[config.mk]
export PLATFORM = sky130hd
export DESIGN_NAME = alu_arbiter
export DESIGN_NICKNAME = d
export VERILOG_FILES = /design/src/rtl/alu_arbiter.sv
export SDC_FILE = /design/constraint.sdc
export NUM_CORES = 1
export LEC_CHECK = 0
export ABC_CLOCK_PERIOD_IN_PS = 1600
export CAP_MARGIN = 25
export CORE_UTILIZATION = 30
export DETAILED_ROUTE_END_ITERATION = 8
export PLACE_DENSITY = 0.72
export SLEW_MARGIN = 10
export SYNTH_ARGS = -nofsm -noshare
export SYNTH_HDL_FRONTEND = slang
export SYNTH_SLANG_ARGS = --single-unit
[constraint.sdc]
create_clock -name clk -period 1.6 [get_ports clk]
set_input_delay 0.24 -clock clk [delete_from_list [all_inputs] [get_ports clk]]
set_output_delay 0.24 -clock clk [all_outputs]
set_load 0.02 [all_outputs]
[src/rtl/alu_arbiter.sv]
// alu_arbiter: shares one combinational ALU between two requesters, one op in flight,
// responses tagged with requester id. Define ALU_ARB_FIXED_PRIO_EN for fixed priority (r0 wins ties).
module alu_arbiter #(
  parameter int WIDTH  = 32,
  parameter int CTRL_W = 4
) (
  input  logic              clk,
  input  logic              rst,
  input  logic              r0_valid,
  output logic              r0_ready,
  input  logic [CTRL_W-1:0] r0_ctrl,
  input  logic [WIDTH-1:0]  r0_a,
  input  logic [WIDTH-1:0]  r0_b,
  input  logic              r1_valid,
  output logic              r1_ready,
  input  logic [CTRL_W-1:0] r1_ctrl,
  input  logic [WIDTH-1:0]  r1_a,
  input  logic [WIDTH-1:0]  r1_b,
  output logic [CTRL_W-1:0] alu_ctrl,
  output logic [WIDTH-1:0]  alu_oper1,
  output logic [WIDTH-1:0]  alu_oper2,
  input  logic [WIDTH-1:0]  alu_result,
  input  logic              alu_overflow,
  input  logic              alu_zero,
  output logic              rsp_valid,
  input  logic              rsp_ready,
  output logic              rsp_id,
  output logic [WIDTH-1:0]  rsp_result,
  output logic              rsp_overflow,
  output logic              rsp_zero
);

  typedef enum logic [1:0] {
    IDLE = 2'd0,
    EXEC = 2'd1,
    RESP = 2'd2
  } state_t;

  state_t     state_reg;
  logic       id_reg;
  logic [1:0] req_valid;
  logic [1:0] req_ready;
  logic       grant_any;
  logic       grant_id;
  logic       accept;

  assign req_valid = {r1_valid, r0_valid};

`ifdef ALU_ARB_FIXED_PRIO_EN
  always_comb begin
    grant_any = |req_valid;
    grant_id  = (req_valid == 2'b10);
  end
`else
  logic last_grant_reg;

  // Tie goes to whoever did not win last; reset value 1 lets r0 win first.
  always_comb begin
    grant_any = |req_valid;
    grant_id  = 1'b0;
    if (req_valid == 2'b10) begin
      grant_id = 1'b1;
    end else if (req_valid == 2'b11) begin
      grant_id = ~last_grant_reg;
    end
  end

  always_ff @(posedge clk) begin
    if (rst) begin
      last_grant_reg <= 1'b1;
    end else if (accept) begin
      last_grant_reg <= grant_id;
    end
  end
`endif

  assign accept = grant_any && (state_reg == IDLE);

  for (genvar gi = 0; gi < 2; gi++) begin : g_ready
    assign req_ready[gi] = accept && req_valid[gi] && (grant_id == (gi == 1));
  end

  assign r0_ready = req_ready[0];
  assign r1_ready = req_ready[1];

  always_ff @(posedge clk) begin
    if (rst) begin
      state_reg    <= IDLE;
      id_reg       <= 1'b0;
      alu_ctrl     <= '0;
      alu_oper1    <= '0;
      alu_oper2    <= '0;
      rsp_valid    <= 1'b0;
      rsp_id       <= 1'b0;
      rsp_result   <= '0;
      rsp_overflow <= 1'b0;
      rsp_zero     <= 1'b0;
    end else begin
      case (state_reg)
        IDLE: begin
          if (accept) begin
            alu_ctrl  <= grant_id ? r1_ctrl : r0_ctrl;
            alu_oper1 <= grant_id ? r1_a : r0_a;
            alu_oper2 <= grant_id ? r1_b : r0_b;
            id_reg    <= grant_id;
            state_reg <= EXEC;
          end
        end
        EXEC: begin
          // ALU is combinational off the alu_* registers, so its outputs are settled here.
          rsp_result   <= alu_result;
          rsp_overflow <= alu_overflow;
          rsp_zero     <= alu_zero;
          rsp_id       <= id_reg;
          rsp_valid    <= 1'b1;
          state_reg    <= RESP;
        end
        RESP: begin
          if (rsp_ready) begin
            rsp_valid <= 1'b0;
            state_reg <= IDLE;
          end
        end
        default: state_reg <= IDLE;
      endcase
    end
  end

endmodule

==> results.py <==
metrics = {
    "status": {
        "outcome": "complete, no violations",
    },
    "placement": {
        "port_buffers": 280,
        "dp.final_hpwl_mm": 11.47,
        "gp_congestion": 0.7472,
        "placed_cells_incl_taps": 1004,
    },
    "clock_tree": {
        "hold_buffer_count_at_cts": 0,
        "cts.sink_count": 108,
        "cts_setup_buffers": 0,
        "cts_made_buffers": 9,
        "clock_transition_at_the_registers_of_the_reported_paths_ns": 0.07,
        "cts_tree": "yes",
        "insertion_delay_ns": 0.35,
        "root_buffer_selected_by_cts": "sky130_fd_sc_hd__clkbuf_16",
        "ctsHtreeMaxLevel": 3,
        "cts_buffer_depth": 2,
        "cts.repair.resized": 16,
    },
    "cells_and_area": {
        "final_util": 0.5525,
        "antenna_cells_inserted": 0,
        "largest_registers": "alu_oper1: 32 flops, alu_oper2: 32 flops, rsp_result: 32 flops",
        "final_cell_mix": "sky130_fd_sc_hd__clkdlybuf4s50_1, sky130_fd_sc_hd__nand2_1, sky130_fd_sc_hd__dfxtp_1",
        "layout.cells.most_common": "sky130_fd_sc_hd__clkdlybuf4s50_1",
        "layout.cells.non_filler": 1020,
        "proportion_of_layout_cells_with_a_drive_suffix_above_1": 0.08493,
        "area_delta_synth_final_pct": 78.94,
        "final_nets": 1006,
    },
    "pwr": {
        "power_after_layout_mw": 7.708,
        "powerDensity_nw_per_um2": 956.3,
        "leakage_component_of_the_power_nw": 3.169,
        "worst_supply_voltage_drop_on_vdd_uv": 490.6,
    },
    "logic_synthesis": {
        "postSynthCellCount": 565,
        "syn_avg_cell_area_um2": 7.972,
        "syn_nets": 740,
        "cell_area_after_technology_mapping_um2": 4504,
        "synth.lib_cells_used.distinct": 25,
        "synth.yosys.seq_area_share": 0.4800,
        "synthesis_warning_total": 0,
        "count_of_state_elements_after_synthesis": 108,
    },
    "timing": {
        "timing_worst_slew_pin_value_ns": 0.5644,
        "unrepaired_setup_endpoints_after_global_routing": "false",
        "setup_viol": 0,
        "setup_total_negative_slack_ns": 0,
        "final_period_minus_worst_setup_slack_ns": 1.558,
        "final_cycle_share": 0.9735,
        "skew_ns": 0.005512,
        "worst_slew_margin_rel": 0.6238,
        "timing_max_transition_violations_final": 0,
        "finalHoldViolCount": 0,
        "max_freq_ghz": 0.6420,
    },
    "flow_run": {
        "drv_cap": 0,
    },
    "setup_path": {
        "cp-end-kind": "primary output",
        "critical_path_peak_fanout": 2,
        "critical_path_required_ns": 1.36,
        "ff2ff_path_depth": 5,
        "critical_path.cell_chain": "clkdlybuf4s50_1 > a21bo_2 > nor3_4 > buf_6",
        "critical-path-max-stage-delay_ns": 0.47,
        "critPathSlowestCell": "sky130_fd_sc_hd__clkdlybuf4s50_1",
        "worstPathArrival_ns": 1.32,
        "rr_startpoint": "state_reg[1]$_SDFFE_PP0P_",
        "critPathLaunchType": "input port",
        "worst_setup_path_startpoint": "r1_valid",
        "path_type_of_the_worst_setup_path": "in2out",
    },
    "grt": {
        "grt_start_max_net_pins": 48,
        "grt_pass1_wl_mm": 25.58,
        "globalRoute.totalOverflow": 0,
        "grt_util_all_layers": 0.2064,
        "first_global_vias": 4844,
        "antenna_found_initial": 0,
    },
    "detailed_routing": {
        "drt_pre_antenna_iters": 4,
        "via_count": 5078,
        "drc_errors": 0,
        "detailedRoute.firstIterationViolations": 213,
        "postRouteWirelength_mm": 16.07,
        "vias_per_cell": 4.978,
        "routed_wire_length_per_instance_um": 15.76,
        "antenna_violating_nets_post_route": 0,
    },
    "floorplan": {
        "floorplan.io_pins": 281,
        "die_width_um": 124.5,
        "area_inside_the_core_boundary_um2": 14590,
        "die_h_um": 124.5,
        "placementRows": 44,
        "dieArea_um2": 15510,
        "initial_utilization": 0.3087,
    },
    "min_path": {
        "hold-path-cell-count": 2,
        "hp-class": "in2reg",
        "worst_hold_startpoint": "rst",
    },
}
-- metal layers --
metal	GRT usage	routed length (um)	up-vias
li1	-	-	2495
met1	0.2414	6651	2321
met2	0.3451	7637	229
met3	0.06443	1310	33
met4	0.09072	474	0
met5	0	0	-
-- per-stage QoR --
stage	setup WS (ns)	hold WS [ns]	area, um^2
floorplan	0.003992	0.3760	4504
global placement	-0.6650	0.4372	7711
detailed placement	-0.6546	0.4440	7711
CTS	0.0002132	0.3676	7995
global route	0.0009337	0.4033	8060
finish	0.04245	0.3855	8060
-- cells in the mapped netlist --
library cell / instances / area, um^2
sky130_fd_sc_hd__dfxtp_1: 108 / 2162
sky130_fd_sc_hd__a311oi_1: 59 / 516.8
sky130_fd_sc_hd__clkbuf_1: 40 / 150.1
sky130_fd_sc_hd__nor2_2: 1 / 6.260
sky130_fd_sc_hd__nand2_1: 207 / 777.0
sky130_fd_sc_hd__buf_6: 3 / 33.78
sky130_fd_sc_hd__a311oi_2: 9 / 135.1
sky130_fd_sc_hd__and2_4: 1 / 8.760
sky130_fd_sc_hd__a21bo_2: 1 / 10.01
sky130_fd_sc_hd__a211oi_1: 1 / 7.510
sky130_fd_sc_hd__buf_1: 2 / 7.510
sky130_fd_sc_hd__a221o_1: 1 / 10.01
sky130_fd_sc_hd__nor2b_1: 3 / 18.77
sky130_fd_sc_hd__nor3_1: 1 / 5.000
sky130_fd_sc_hd__nor2_1: 4 / 15.01
sky130_fd_sc_hd__o21ba_2: 1 / 10.01
sky130_fd_sc_hd__buf_4: 2 / 15.01
sky130_fd_sc_hd__nand2b_1: 1 / 6.260
sky130_fd_sc_hd__a21oi_1: 104 / 520.5
sky130_fd_sc_hd__buf_2: 11 / 55.05
sky130_fd_sc_hd__o21ai_0: 1 / 5.000
sky130_fd_sc_hd__inv_1: 1 / 3.750
sky130_fd_sc_hd__a21boi_2: 1 / 11.26
sky130_fd_sc_hd__a21boi_0: 1 / 7.510
sky130_fd_sc_hd__or2_1: 1 / 6.260
-- final cells by class --
| class | instances | area (um^2) |
|---|---|---|
| multi-input combinational | 398 | 2128 |
| sequential | 108 | 2162 |
| tap | 184 | 230.2 |
| inverter | 1 | 3.754 |
| clock buffer | 12 | 246.5 |
| clock inverter | 4 | 25.02 |
| fill | 1393 | 6529 |
| timing repair buffer | 313 | 3264 |
-- power breakdown --
part / internal [mW] / switching [mW] / total, mW
Clock: 1.10 / 0.999 / 2.10
Combinational: 1.28 / 1.21 / 2.49
Sequential: 2.97 / 0.150 / 3.12
Total: 5.35 / 2.36 / 7.71
-- cells by family (layout without fill, tap and decap cells) --
family / after synthesis / count (layout) / synth area share
and+or+nand+nor: 219 / 219 / 0.1872
AOI/OAI and AO/OA: 179 / 179 / 0.2739
buffers and inverters: 59 / 330 / 0.05889
DFF: 108 / 108 / 0.4800
-- worst max-delay path: cells and delay by family --
kind	cells	cell delay, ns
AOI/OAI and AO/OA	1	0.28
and+or+nand+nor	1	0.18
buffers and inverters	2	0.62
-- worst paths after layout --
path,to,slack (ns)
worst max-delay path,r1_ready,0.04
worst min-delay path,state_reg[1]$_SDFFE_PP0P_,0.39
worst max register to register,alu_oper2[4]$_SDFFE_PP0P_,0.17
worst min register to register,rsp_id$_SDFFE_PP0P_,0.45
Power figures use the tool's default switching activity.
